**src/rtl/store_port_arbiter_if.sv**
```systemverilog
// Bundle of requester-side and D$-side signals for the store port arbiter.
// The arbiter connects through the slave modport; requesters and the cache connect through master.
interface store_port_arbiter_if #(
  parameter int unsigned NR_PORTS = 3,
  parameter int unsigned PLEN     = 56,
  parameter int unsigned XLEN     = 64
);
  localparam int unsigned IdxW = $clog2(NR_PORTS);

  logic                       pause_i;
  logic [NR_PORTS-1:0]        req_i;
  logic [NR_PORTS*PLEN-1:0]   addr_i;
  logic [NR_PORTS*XLEN-1:0]   wdata_i;
  logic [NR_PORTS*XLEN/8-1:0] be_i;
  logic [NR_PORTS*2-1:0]      size_i;
  logic [NR_PORTS-1:0]        gnt_o;
  logic                       cache_req_o;
  logic [PLEN-1:0]            cache_addr_o;
  logic [XLEN-1:0]            cache_wdata_o;
  logic [XLEN/8-1:0]          cache_be_o;
  logic [1:0]                 cache_size_o;
  logic                       cache_gnt_i;
  logic [IdxW-1:0]            owner_o;
  logic                       idle_o;

  modport slave (
    input  pause_i, req_i, addr_i, wdata_i, be_i, size_i, cache_gnt_i,
    output gnt_o, cache_req_o, cache_addr_o, cache_wdata_o, cache_be_o, cache_size_o,
    output owner_o, idle_o
  );

  modport master (
    output pause_i, req_i, addr_i, wdata_i, be_i, size_i, cache_gnt_i,
    input  gnt_o, cache_req_o, cache_addr_o, cache_wdata_o, cache_be_o, cache_size_o,
    input  owner_o, idle_o
  );
endinterface

```
**src/rtl/store_port_arbiter.sv**
```systemverilog
// Round-robin arbiter sharing one D$ write port among NR_PORTS store requesters.
// The winner is registered into a single slot that is held on the cache port until granted.
module store_port_arbiter #(
  parameter int unsigned NR_PORTS = 3,
  parameter int unsigned PLEN     = 56,
  parameter int unsigned XLEN     = 64
) (
  input  logic                 clk_i,
  input  logic                 rst_ni,
  store_port_arbiter_if.slave  bus
);
  localparam int unsigned IdxW = $clog2(NR_PORTS);
  localparam int unsigned BeW  = XLEN / 8;

  typedef enum logic {StEmpty, StFull} state_e;

  state_e            state_q, state_d;
  logic [IdxW-1:0]   ptr_q, ptr_d;
  logic [IdxW-1:0]   owner_q, owner_d;
  logic [PLEN-1:0]   addr_q, addr_d;
  logic [XLEN-1:0]   wdata_q, wdata_d;
  logic [BeW-1:0]    be_q, be_d;
  logic [1:0]        size_q, size_d;

  logic              free;
  logic              found;
  logic              accept;
  logic [IdxW-1:0]   sel_idx;
  logic [PLEN-1:0]   sel_addr;
  logic [XLEN-1:0]   sel_wdata;
  logic [BeW-1:0]    sel_be;
  logic [1:0]        sel_size;
  logic [NR_PORTS-1:0] gnt;

  // Rotating priority: ports at or above ptr first, then wrap to the low ports.
  always_comb begin
    found   = 1'b0;
    sel_idx = '0;
    for (int unsigned i = 0; i < NR_PORTS; i++) begin
      if (!found && bus.req_i[i] && (32'(ptr_q) <= i)) begin
        found   = 1'b1;
        sel_idx = IdxW'(i);
      end
    end
    for (int unsigned i = 0; i < NR_PORTS; i++) begin
      if (!found && bus.req_i[i]) begin
        found   = 1'b1;
        sel_idx = IdxW'(i);
      end
    end
  end

  always_comb begin
    sel_addr  = '0;
    sel_wdata = '0;
    sel_be    = '0;
    sel_size  = '0;
    for (int unsigned i = 0; i < NR_PORTS; i++) begin
      if (sel_idx == IdxW'(i)) begin
        sel_addr  = bus.addr_i[i*PLEN +: PLEN];
        sel_wdata = bus.wdata_i[i*XLEN +: XLEN];
        sel_be    = bus.be_i[i*BeW +: BeW];
        sel_size  = bus.size_i[i*2 +: 2];
      end
    end
  end

  assign free   = (state_q == StEmpty) || bus.cache_gnt_i;
  // Reset gating keeps gnt low while rst_ni is held, so no requester drops a request into reset.
  assign accept = rst_ni && free && !bus.pause_i && found;

  always_comb begin
    for (int unsigned i = 0; i < NR_PORTS; i++) begin
      gnt[i] = accept && (sel_idx == IdxW'(i));
    end
  end

  always_comb begin
    state_d = state_q;
    ptr_d   = ptr_q;
    owner_d = owner_q;
    addr_d  = addr_q;
    wdata_d = wdata_q;
    be_d    = be_q;
    size_d  = size_q;

    unique case (state_q)
      StEmpty: if (accept) state_d = StFull;
      StFull:  if (bus.cache_gnt_i && !accept) state_d = StEmpty;
      default: state_d = StEmpty;
    endcase

    if (accept) begin
      ptr_d   = (sel_idx == IdxW'(NR_PORTS - 1)) ? '0 : sel_idx + 1'b1;
      owner_d = sel_idx;
      addr_d  = sel_addr;
      wdata_d = sel_wdata;
      be_d    = sel_be;
      size_d  = sel_size;
    end
  end

  always_ff @(posedge clk_i) begin
    if (!rst_ni) begin
      state_q <= StEmpty;
      ptr_q   <= '0;
      owner_q <= '0;
      addr_q  <= '0;
      wdata_q <= '0;
      be_q    <= '0;
      size_q  <= '0;
    end else begin
      state_q <= state_d;
      ptr_q   <= ptr_d;
      owner_q <= owner_d;
      addr_q  <= addr_d;
      wdata_q <= wdata_d;
      be_q    <= be_d;
      size_q  <= size_d;
    end
  end

  assign bus.gnt_o         = gnt;
  assign bus.cache_req_o   = (state_q == StFull);
  assign bus.cache_addr_o  = addr_q;
  assign bus.cache_wdata_o = wdata_q;
  assign bus.cache_be_o    = be_q;
  assign bus.cache_size_o  = size_q;
  assign bus.owner_o       = owner_q;
  assign bus.idle_o        = (state_q == StEmpty) && !(|bus.req_i);

endmodule
```
**src/flat_wrapper.sv**
```systemverilog
// flat-port wrapper written by rule: the top's interface ports become plain ports
module store_port_arbiter_flat 
#(
  parameter int unsigned NR_PORTS = 3,
  parameter int unsigned PLEN     = 56,
  parameter int unsigned XLEN     = 64
)
  (clk_i, rst_ni, bus_pause_i, bus_req_i, bus_addr_i, bus_wdata_i, bus_be_i, bus_size_i, bus_cache_gnt_i, bus_gnt_o, bus_cache_req_o, bus_cache_addr_o, bus_cache_wdata_o, bus_cache_be_o, bus_cache_size_o, bus_owner_o, bus_idle_o);
  store_port_arbiter_if #(.NR_PORTS(NR_PORTS), .PLEN(PLEN), .XLEN(XLEN)) bus_i ();
  input  logic clk_i;
  input  logic rst_ni;
  input wire logic [$bits(bus_i.pause_i)-1:0] bus_pause_i;
  input wire logic [$bits(bus_i.req_i)-1:0] bus_req_i;
  input wire logic [$bits(bus_i.addr_i)-1:0] bus_addr_i;
  input wire logic [$bits(bus_i.wdata_i)-1:0] bus_wdata_i;
  input wire logic [$bits(bus_i.be_i)-1:0] bus_be_i;
  input wire logic [$bits(bus_i.size_i)-1:0] bus_size_i;
  input wire logic [$bits(bus_i.cache_gnt_i)-1:0] bus_cache_gnt_i;
  output wire logic [$bits(bus_i.gnt_o)-1:0] bus_gnt_o;
  output wire logic [$bits(bus_i.cache_req_o)-1:0] bus_cache_req_o;
  output wire logic [$bits(bus_i.cache_addr_o)-1:0] bus_cache_addr_o;
  output wire logic [$bits(bus_i.cache_wdata_o)-1:0] bus_cache_wdata_o;
  output wire logic [$bits(bus_i.cache_be_o)-1:0] bus_cache_be_o;
  output wire logic [$bits(bus_i.cache_size_o)-1:0] bus_cache_size_o;
  output wire logic [$bits(bus_i.owner_o)-1:0] bus_owner_o;
  output wire logic [$bits(bus_i.idle_o)-1:0] bus_idle_o;
  assign bus_i.pause_i = bus_pause_i;
  assign bus_i.req_i = bus_req_i;
  assign bus_i.addr_i = bus_addr_i;
  assign bus_i.wdata_i = bus_wdata_i;
  assign bus_i.be_i = bus_be_i;
  assign bus_i.size_i = bus_size_i;
  assign bus_i.cache_gnt_i = bus_cache_gnt_i;
  assign bus_gnt_o = bus_i.gnt_o;
  assign bus_cache_req_o = bus_i.cache_req_o;
  assign bus_cache_addr_o = bus_i.cache_addr_o;
  assign bus_cache_wdata_o = bus_i.cache_wdata_o;
  assign bus_cache_be_o = bus_i.cache_be_o;
  assign bus_cache_size_o = bus_i.cache_size_o;
  assign bus_owner_o = bus_i.owner_o;
  assign bus_idle_o = bus_i.idle_o;
  store_port_arbiter #(.NR_PORTS(NR_PORTS), .PLEN(PLEN), .XLEN(XLEN)) u_core (.clk_i(clk_i), .rst_ni(rst_ni), .bus(bus_i));
endmodule
```
**config.mk**
```make
export PLATFORM = sky130hd
export DESIGN_NAME = store_port_arbiter_flat
export DESIGN_NICKNAME = d
export VERILOG_FILES = /design/src/rtl/store_port_arbiter_if.sv /design/src/rtl/store_port_arbiter.sv /design/src/flat_wrapper.sv
export SDC_FILE = /design/constraint.sdc
export NUM_CORES = 1
export LEC_CHECK = 0
export CORE_AREA = 2 2 209 211
export CTS_BUF_LIST = sky130_fd_sc_hd__clkbuf_2 sky130_fd_sc_hd__clkbuf_4 sky130_fd_sc_hd__clkbuf_8
export CTS_CLUSTER_DIAMETER = 150
export DETAILED_ROUTE_END_ITERATION = 7
export DIE_AREA = 0 0 211 213
export PLACE_DENSITY = 0.58
export SYNTH_ARGS = -nofsm -noshare
export SYNTH_HDL_FRONTEND = slang
export SYNTH_SLANG_ARGS = --single-unit
```
**constraint.sdc**
```tcl
create_clock -name clk_i -period 2.6 [get_ports clk_i]
set_input_delay 0.26 -clock clk_i [delete_from_list [all_inputs] [get_ports clk_i]]
set_output_delay 0.26 -clock clk_i [all_outputs]
set_load 0.02 [all_outputs]
```
==> results.ini, run 1 <==
[synthesis]
synth-xor-area-share=0
synth_area_leader_cell=dfxtp_1
synth_compound_area_frac=0.284
synthCells=1154
avgSynthCellArea_um2=8.21
synthAdderAreaFrac=0
syn_area_um2=9470
ys_ff_latch=135
synth.top_cells.by_area=dfxtp_1 29%, a2111o_1 15%, a32oi_1 12%
seq_area_frac_synth=0.285
synth_top_family_by_area=simple AND/OR/NAND/NOR gates
yosysWarnings=0
syn_nets=1551
ys_types=30
synth_top_area_frac=0.285
synthMuxAreaShare=0
yosys.area_share.simple=0.340

[clocking]
postCtsHoldBufs=0
cts.htree.levels=4
cts_tree=built
root_buffer=clkbuf_8
clockBufferDepth=2
cts_sinks=135
cts_buffers=17
clkTransAtPathRegs_ns=0.08
worstSkewPairLatency_ns=0.55

[setup_path]
end_kind=primary output
critPathLaunchType=register
cp_max_fo=4
cp.required_ns=2.34
critPathLaunch=u_core.ptr_q[1]$_SDFFE_PN0P_
arrival_ns=2.15
critical-path-max-stage-delay_ns=0.40
cpMaxStageDelayCell=dfxtp_1
crit_type=register to primary output
crit_path_cell_trace=nor2b_4, o21a_4, nor3_1, and2_1, dlygate4sd2_1
r2r_start=u_core.ptr_q[1]$_SDFFE_PN0P_

[floorplan]
initial_utilization=0.222
row_count=76
core_area_um2=42700
die_area_um2=44900
pin_count=534
die_y_um=213
chipWidth_um=211

[grt]
grt_antenna_before_repair=3
globalRouteTotalUtil=0.218
grt_max_degree=134
overflow=0
grt_pass1_vias=11900
grt_pass1_wl_um=75700

[placement]
gp_congestion=0.832
dpl.cell_count=2070
io_buffers=533
placed_area_um2=15300
dp_hpwl_um=31600
place_ws_ns=0.0963

[finish]
utilization=0.367
area_growth_pct=65.3
layout-drive-gt1-share=0.0535
final_cells=2100
final_nets=1940
design_area_um2=15700

[drt]
avgRoutedWirePerCell_um=24.3
ant_nets=0
vias=12200
drt_wl_total_um=51100
drtPass1Iterations=5
drc_errors=0
dr.first_iter.drc_count=1245
vias_per_cell=5.83

[sta]
fmax_ghz=0.415
rsz0062_at_grt=no
fin_crit_ns=2.41
fin_ws_ns=0.189
worstMarginPinSlew_ns=0.822
timing.final.crit_share=0.927
slew_headroom=0.452
setup_violations=0
hold_viol_final=0
setup-tns-final_ns=0
clock_skew_ns=0.00901
drv_slew=0

[pwr]
ir_worst_vdd_mv=0.334
power_switching_uw=2280
p_comb_frac=0.368
p_leak_uw=0.00535
cellPowerDensity_nw_per_um2=416
p_int_uw=4240
p_sw_frac=0.350
p_clk_frac=0.267
power.share.sequential=0.365

[run]
cap_violations=0

[status]
outcome=completed

[min_path]
hp-start=bus_wdata_i[176]
hp-class=input port to register

==> final timing paths <==
| path | to | slack (ns) | depth (start not counted) |
|---|---|---|---|
| setup / recovery | bus_gnt_o[0] | 0.19 | 5 |
| hold / removal | u_core.bus.cache_wdata_o[48]$_SDFFE_PN0P_ | 0.33 | 3 |
| setup reg to reg | u_core.bus.cache_wdata_o[57]$_SDFFE_PN0P_ | 0.60 | 5 |
| hold reg to reg | u_core.bus.cache_wdata_o[22]$_SDFFE_PN0P_ | 0.47 | 2 |
==> metrics by stage <==
step                total power (uW)  hold slack, ns
CTS                             6580           0.270
finish                          6520           0.330
global route                    6810           0.298
floorplan                       3430           0.369
global placement                4800           0.445
detailed placement              4800           0.453
==> repair_timing <==
item | CTS | global route
gates resized for setup | 7 | 0
setup endpoints to repair | 3 | 0
setup buffers | 0 | 0
==> cell usage after synthesis <==
| library cell | n |
|---|---|
| nor3_1 | 2 |
| o21ai_0 | 3 |
| nand4_1 | 131 |
| a22o_1 | 1 |
| a21boi_0 | 3 |
| o21a_1 | 2 |
| nor2b_1 | 3 |
| nor3b_2 | 1 |
| nor3b_1 | 1 |
| buf_4 | 3 |
| nor2_1 | 3 |
| or3_1 | 2 |
| or2_1 | 1 |
| dfxtp_1 | 135 |
| and2_1 | 3 |
| or2_2 | 1 |
| o21ai_2 | 1 |
| o31a_1 | 1 |
| inv_1 | 1 |
| nand2_1 | 132 |
| buf_6 | 7 |
| a2111o_1 | 130 |
| nand3_1 | 130 |
| a32oi_1 | 130 |
| nor4b_1 | 130 |
| clkbuf_1 | 167 |
| o21ai_1 | 1 |
| nand2b_1 | 2 |
| buf_1 | 2 |
| buf_2 | 25 |
==> power by group through the flow <==
stage                     Combinational, uW  Clock [uW]  Sequential [uW]
final                                  2400        1740             2380
after global routing                   2530        1880             2400
after CTS                              2390        1810             2380
after detailed placement               2380           0             2420
after global placement                 2380           0             2420
after floorplan                         788           0             2640
==> cell families after synthesis <==
logic type      count (synthesis)
simple gates                  542
flops                         135
compound gates                272
buf+inv                       205
==> final cells by class <==
class	instances	area, um^2
flip-flops and latches	135	2700
well taps	546	683
inverters	1	3.75
repair buffers	574	5940
multi-input cells	814	5990
fillers	4367	27000
clock inverters	6	55.1
clock buffers	22	278
diodes	2	5.00
==> sequential cells by signal, indices dropped and copies added (netlist names) <==
signal,count
u_core.bus.cache_be_o,8
u_core.bus.cache_wdata_o,64
u_core.bus.cache_addr_o,56
u_core.ptr_q,2
u_core.bus.cache_req_o,1
u_core.bus.owner_o,2
u_core.bus.cache_size_o,2
==> metal layers <==
metal  GRT usage  up-vias  share of wire  wire length [um]
met2       0.347      600           0.47             24000
li1            -     5546              -                 -
met1       0.282     6015           0.42             21700
met5           0        -        0.00025                13
met4      0.0721        2          0.024              1220
met3      0.0607       79          0.082              4170
==> cells in the final DEF, fill, tap and decap left out, drive strengths merged <==
cell / synthesis / routed
a2111o: 130 / 130
a21boi: 3 / 3
a22o: 1 / 1
a32oi: 130 / 130
and2: 3 / 3
buf: 37 / 41
bufinv: 0 / 1
clkbuf: 167 / 22
clkdlybuf4s50: 0 / 530
clkinv: 0 / 5
dfxtp: 135 / 135
diode: 0 / 2
dlygate4sd2: 0 / 3
inv: 1 / 1
nand2: 132 / 132
nand2b: 2 / 2
nand3: 130 / 130
nand4: 131 / 131
nor2: 3 / 3
nor2b: 3 / 3
nor3: 2 / 2
nor3b: 2 / 2
nor4b: 130 / 130
o21a: 2 / 2
o21ai: 5 / 5
o31a: 1 / 1
or2: 2 / 2
or3: 2 / 2
==> worst max-delay path: cells and delay by family, from the launching register on <==
family                 cells  cell delay (ns)
and+or+nand+nor            3             0.63
DFF                        1             0.40
buffers and inverters      1             0.35
AOI/OAI and AO/OA          1             0.24
Note: power is estimated with default switching activity, not from simulation.
==> inputs of run 2 (changes only) <==
--- a/config.mk
+++ b/config.mk
@@ -5,12 +5,15 @@
 export SDC_FILE = /design/constraint.sdc
 export NUM_CORES = 1
 export LEC_CHECK = 0
-export CORE_AREA = 2 2 209 211
+export CELL_PAD_IN_SITES_DETAIL_PLACEMENT = 1
+export CELL_PAD_IN_SITES_GLOBAL_PLACEMENT = 1
+export CORE_AREA = 2 2 210 212
 export CTS_BUF_LIST = sky130_fd_sc_hd__clkbuf_2 sky130_fd_sc_hd__clkbuf_4 sky130_fd_sc_hd__clkbuf_8
 export CTS_CLUSTER_DIAMETER = 150
 export DETAILED_ROUTE_END_ITERATION = 7
-export DIE_AREA = 0 0 211 213
-export PLACE_DENSITY = 0.58
+export DIE_AREA = 0 0 212 214
+export PLACE_DENSITY = 0.76
 export SYNTH_ARGS = -nofsm -noshare
 export SYNTH_HDL_FRONTEND = slang
 export SYNTH_SLANG_ARGS = --single-unit
+export TNS_END_PERCENT = 10
==> run 2 against run 1 <==
Non-clock buffer count increased by 11. Worst setup slack got worse by 0.071 ns. Clock-buffer cell count increased by 1. Clock skew increased by 0.0025 ns. Sequential power about the same. Combinational power about the same. Maximum frequency decreased by 2.8%. Design area increased by 0.80%. Critical endpoint is now bus_gnt_o[2]. Power increased by 1.7%. Utilization increased by 0.13 points. Die area increased by 0.95%.
==> results.ini, run 2 (synthesis results as in run 1) <==
[floorplan]
die_y_um=214  ; +0.47%
pin_count=534  ; unchanged
chipWidth_um=212  ; +0.47%
row_count=76  ; unchanged
initial_utilization=0.221  ; -0.000984
core_area_um2=42900  ; +0.45%
die_area_um2=45400  ; +0.95%

[drt]
vias=12500  ; +1.9%
wl_met2_um=25000  ; +4.0%
drt_wl_total_um=53400  ; +4.5%
drtPass1Iterations=7  ; +2
dr_wl_met3_um=4320  ; +3.6%
avgRoutedWirePerCell_um=24.8  ; +2.0%
drc_errors=0  ; unchanged
dr.first_iter.drc_count=1004  ; -19%
ant_nets=0  ; unchanged
vias_per_cell=5.80  ; -0.57%
routed.top_layer=met5
wl_met1_um=21800  ; +0.51%

[min_path]
hp-class=input port to register
hp-start=bus_addr_i[151]

[sta]
drv_slew=0  ; unchanged
timing.final.crit_share=0.955  ; +0.0272
hold_viol_final=0  ; unchanged
fin_crit_ns=2.48  ; +0.0706 ns
rsz0062_at_grt=no
setup-tns-final_ns=0  ; unchanged
clock_skew_ns=0.0115  ; +0.00252 ns
fmax_ghz=0.403  ; -2.8%
worstMarginPinSlew_ns=0.956  ; +0.135 ns
slew_headroom=0.362  ; -0.0897
setup_violations=0  ; unchanged

[grt]
overflow=0  ; unchanged
globalRouteTotalUtil=0.227  ; +0.00919
grt_pass1_wl_um=80500  ; +6.3%
grt_max_degree=134  ; unchanged
grt_antenna_before_repair=5  ; +2
grt_pass1_vias=13000  ; +8.7%

[setup_path]
cp.required_ns=2.34  ; about the same
crit_type=register to primary output
critPathLaunch=u_core.ptr_q[0]$_SDFFE_PN0P_
arrival_ns=2.22  ; +0.07 ns
cp_max_fo=5  ; +1
r2r_start=u_core.ptr_q[1]$_SDFFE_PN0P_
critPathLaunchType=register
end_kind=primary output

[clocking]
cts_buffers=17  ; unchanged
cts.htree.levels=4  ; unchanged
clkTransAtPathRegs_ns=0.10  ; +0.02 ns
worstSkewPairLatency_ns=0.51  ; -0.04 ns
cts_tree=built
postCtsHoldBufs=0  ; unchanged
cts_sinks=135  ; unchanged
clockBufferDepth=2  ; unchanged
root_buffer=clkbuf_8

[placement]
dp_hpwl_um=35000  ; +11%
gp_congestion=0.821  ; -1.4%
io_buffers=533  ; unchanged
dpl.cell_count=2120  ; +2.4%

[finish]
final_cells=2152  ; +2.5%
final_cell_mix=531 x clkdlybuf4s50_1, 133 x dfxtp_1, 132 x nand2_1, 131 x nand4_1
layout-drive-gt1-share=0.0632  ; +0.00974
fill_cells=5006  ; +15%
final_nets=1951  ; +0.57%
largest_reg_flops=64  ; unchanged
final_common_cell=clkdlybuf4s50_1
area_growth_pct=66.6
utilization=0.368  ; +0.00129

[pwr]
ir_worst_vdd_mv=0.225  ; -33%
cellPowerDensity_nw_per_um2=420  ; +0.92%
p_leak_uw=0.00541  ; +1.1%
p_total_uw=6630  ; +1.7%

[run]
cap_violations=0  ; unchanged

[status]
outcome=completed

-- run 2: report_power, final --
| group | internal, uW | total [uW] | switching [uW] |
|---|---|---|---|
| Clock | 852 | 1840 | 984 |
| Combinational | 1180 | 2410 | 1230 |
| Sequential | 2260 | 2390 | 123 |
| Total | 4300 | 6630 | 2330 |
-- run 2: worst paths after layout --
check	end	slack (ns)	cells past startpoint
hold / removal	u_core.bus.cache_addr_o[39]$_SDFFE_PN0P_	0.36	3
setup / recovery	bus_gnt_o[2]	0.12	4
hold reg to reg	u_core.bus.cache_addr_o[33]$_SDFFE_PN0P_	0.47	2
setup reg to reg	u_core.bus.cache_addr_o[31]$_SDFFE_PN0P_	0.51	5
-- run 2: final cells by class --
cell class / instances / area, um^2 / share of cell area
Antenna cell: 1 / 2.50 / 0.000159
Clock buffer: 23 / 298 / 0.0189
Clock inverter: 8 / 73.8 / 0.00468
Inverter: 1 / 3.75 / 0.000238
Multi-Input combinational cell: 814 / 5990 / 0.380
Sequential cell: 135 / 2710 / 0.171
Tap cell: 585 / 732 / 0.0464
Timing Repair Buffer: 585 / 5980 / 0.379
-- run 2: per-stage QoR --
step | setup slack (ns) | instance area [um^2] | hold WS, ns
floorplan | 0.764 | 9470 | 0.369
global placement | 0.0847 | 15400 | 0.447
detailed placement | 0.0101 | 15400 | 0.455
CTS | -0.0136 | 15800 | 0.288
global route | 0.00699 | 15800 | 0.329
finish | 0.118 | 15800 | 0.356
-- run 2: what timing repair did --
| item | 4_1_cts | 5_1_grt |
|---|---|---|
| setup endpoints to repair | 2 | 3 |
| resized for setup | 4 | 4 |
| endpoints found under the hold margin | 0 | 0 |
| buffers inserted | 0 | 0 |
| gates cloned | 0 | 0 |
-- run 2: critical path, stage by stage, from the launching register on --
cell and delay, ns:
dfxtp_2 0.41, nor3b_4 0.31, or3_4 0.20, and2_1 0.17, clkdlybuf4s50_1 0.63
-- run 2: routing by layer --
| layer | track usage | vias up |
|---|---|---|
| met5 | 0 | - |
| met4 | 0.112 | 6 |
| met3 | 0.0613 | 126 |
| met2 | 0.361 | 593 |
| met1 | 0.281 | 6188 |
| li1 | - | 5561 |
==> inputs of run 3 (changes only) <==
--- a/config.mk
+++ b/config.mk
@@ -12,6 +12,7 @@
 export CTS_CLUSTER_DIAMETER = 150
 export DETAILED_ROUTE_END_ITERATION = 7
 export DIE_AREA = 0 0 212 214
+export MAX_ROUTING_LAYER = met4
 export PLACE_DENSITY = 0.76
 export SYNTH_ARGS = -nofsm -noshare
 export SYNTH_HDL_FRONTEND = slang
==> run 3 against run 2 <==
Critical path depth is the same. Maximum frequency down 0.27%. Worst hold slack improved by 0.0012 ns. Clock-buffer cell count unchanged. Die area unchanged. Flip-flop and latch count unchanged. Sequential power about the same. Sequential share of layout area barely moved. Combinational power is essentially flat. Largest cell class unchanged. Largest power group unchanged.
==> results.ini, run 3 (synthesis results as in run 1) <==
[sta]
slew_headroom=0.383  ; +0.0203
timing.final.crit_share=0.957  ; +0.00254
rsz0062_at_grt=no
fmax_ghz=0.402  ; -0.27%
clock_skew_ns=0.0123  ; +0.000755 ns
setup_violations=0  ; unchanged
hold_viol_final=0  ; unchanged
drv_slew=0  ; unchanged
worstMarginPinSlew_ns=0.926  ; -0.0305 ns
fin_crit_ns=2.49  ; +0.00659 ns

[grt]
grt_antenna_before_repair=5  ; unchanged
overflow=0  ; unchanged
grt_pass1_vias=13000  ; -0.18%
grt_max_degree=134  ; unchanged
grt_pass1_wl_um=80600  ; +0.10%
globalRouteTotalUtil=0.234  ; +0.00729

[finish]
multi_input_area_um2=5990  ; unchanged
area_growth_pct=66.7  ; about the same
regArea_um2=2710  ; unchanged
utilization=0.368  ; about the same
final_nets=1951  ; unchanged
layout-drive-gt1-share=0.0632  ; unchanged
fill_cells=5006  ; unchanged
final_cell_mix=531 x clkdlybuf4s50_1, 133 x dfxtp_1, 132 x nand2_1, 131 x nand4_1
largest_reg_flops=64  ; unchanged
final_common_cell=clkdlybuf4s50_1

[floorplan]
die_y_um=214  ; unchanged
die_area_um2=45400  ; unchanged
chipWidth_um=212  ; unchanged
initial_utilization=0.221  ; unchanged
row_count=76  ; unchanged
pin_count=534  ; unchanged
core_area_um2=42900  ; unchanged

[placement]
gp_congestion=0.833  ; +1.5%
io_buffers=533  ; unchanged
dp_hpwl_um=35000  ; unchanged

[clocking]
post_cts_buffers=0  ; unchanged
cts_tree=built
cts.htree.levels=4  ; unchanged
cts_buffers=17  ; unchanged
worstSkewPairLatency_ns=0.51  ; about the same
clockBufferDepth=2  ; unchanged
root_buffer=clkbuf_8
cts_sinks=135  ; unchanged
clkTransAtPathRegs_ns=0.09  ; about the same

[setup_path]
cp_max_fo=5  ; unchanged
cp.required_ns=2.34  ; about the same
crit_type=register to primary output
arrival_ns=2.23  ; about the same
end_kind=primary output
critPathLaunchType=register

[drt]
drc_errors=0  ; unchanged
dr.first_iter.drc_count=978  ; -2.6%
avgRoutedWirePerCell_um=24.8  ; about the same
drt_wl_total_um=53400  ; about the same
ant_nets=0  ; unchanged
vias=12500  ; +0.20%
drtPass1Iterations=6  ; -1
vias_per_cell=5.80  ; about the same

[pwr]
p_total_uw=6640  ; about the same
cellPowerDensity_nw_per_um2=420  ; about the same
ir_worst_vdd_mv=0.224  ; -0.47%
p_leak_uw=0.00541  ; about the same

[status]
outcome=completed

[run]
cap_violations=0  ; unchanged

[min_path]
hp-class=input port to register

run 3: cell count changes in the layout (fill, tap and decap cells not counted):
| cell | before | now |
|---|---|---|
| diode_2 | 1 | 5 |
run 3: worst max-delay path: stages, from the launching register on:
cell and delay, ns:
dfxtp_2 0.41, nor3b_4 0.31, or3_4 0.20, and2_1 0.17
clkdlybuf4s50_1 0.63
run 3: power breakdown:
part	switching, uW	internal, uW
Clock	984	852
Sequential	124	2260
Combinational	1230	1180
run 3: layer usage:
layer  vias to the layer above  part of all wire  GRT usage
li1                       5578                 -          -
met4                         0             0.039      0.111
met1                      6220              0.41      0.283
met2                       587              0.47      0.360
met5                         -                 0          -
met3                       114             0.079     0.0623
run 3: repair_timing:
| item | 4_1_cts | 5_1_grt |
|---|---|---|
| gates resized for setup | 4 | 4 |
| hold buffers | 0 | 0 |
| hold endpoints to repair | 0 | 0 |
| setup endpoints to repair | 2 | 3 |
run 3: per-stage QoR:
step / hold slack [ns] / cell area [um^2] / std cells / TNS [ns] / setup WS, ns
4_1_cts: 0.288 / 15800 / 2151 / -0.0136 / -0.0136
2_1_floorplan: 0.369 / 9470 / 1154 / 0 / 0.764
3_3_place_gp: 0.447 / 15400 / 2120 / 0 / 0.0847
6_report: 0.357 / 15800 / 2156 / 0 / 0.112
5_1_grt: 0.327 / 15800 / 2156 / 0 / 0.00463
3_5_place_dp: 0.455 / 15400 / 2120 / 0 / 0.0101
run 3: path summary, 6_finish.rpt:
kind,startpoint,end,depth (start not counted),slack [ns]
max,u_core.ptr_q[0]$_SDFFE_PN0P_,bus_gnt_o[2],4,0.11
min,bus_addr_i[151],u_core.bus.cache_addr_o[39]$_SDFFE_PN0P_,3,0.36
max reg2reg,u_core.ptr_q[1]$_SDFFE_PN0P_,u_core.bus.cache_addr_o[31]$_SDFFE_PN0P_,5,0.51
min reg2reg,u_core.bus.cache_wdata_o[33]$_SDFFE_PN0P_,u_core.bus.cache_wdata_o[33]$_SDFFE_PN0P_,2,0.47
run 3: final cells by class:
class / instances / area share
multi-input cells: 814 / 0.379
repair buffers: 585 / 0.378
flip-flops and latches: 135 / 0.171
well taps: 585 / 0.0463
clock buffers: 23 / 0.0189
clock inverters: 8 / 0.00467
diodes: 5 / 0.000792
inverters: 1 / 0.000238
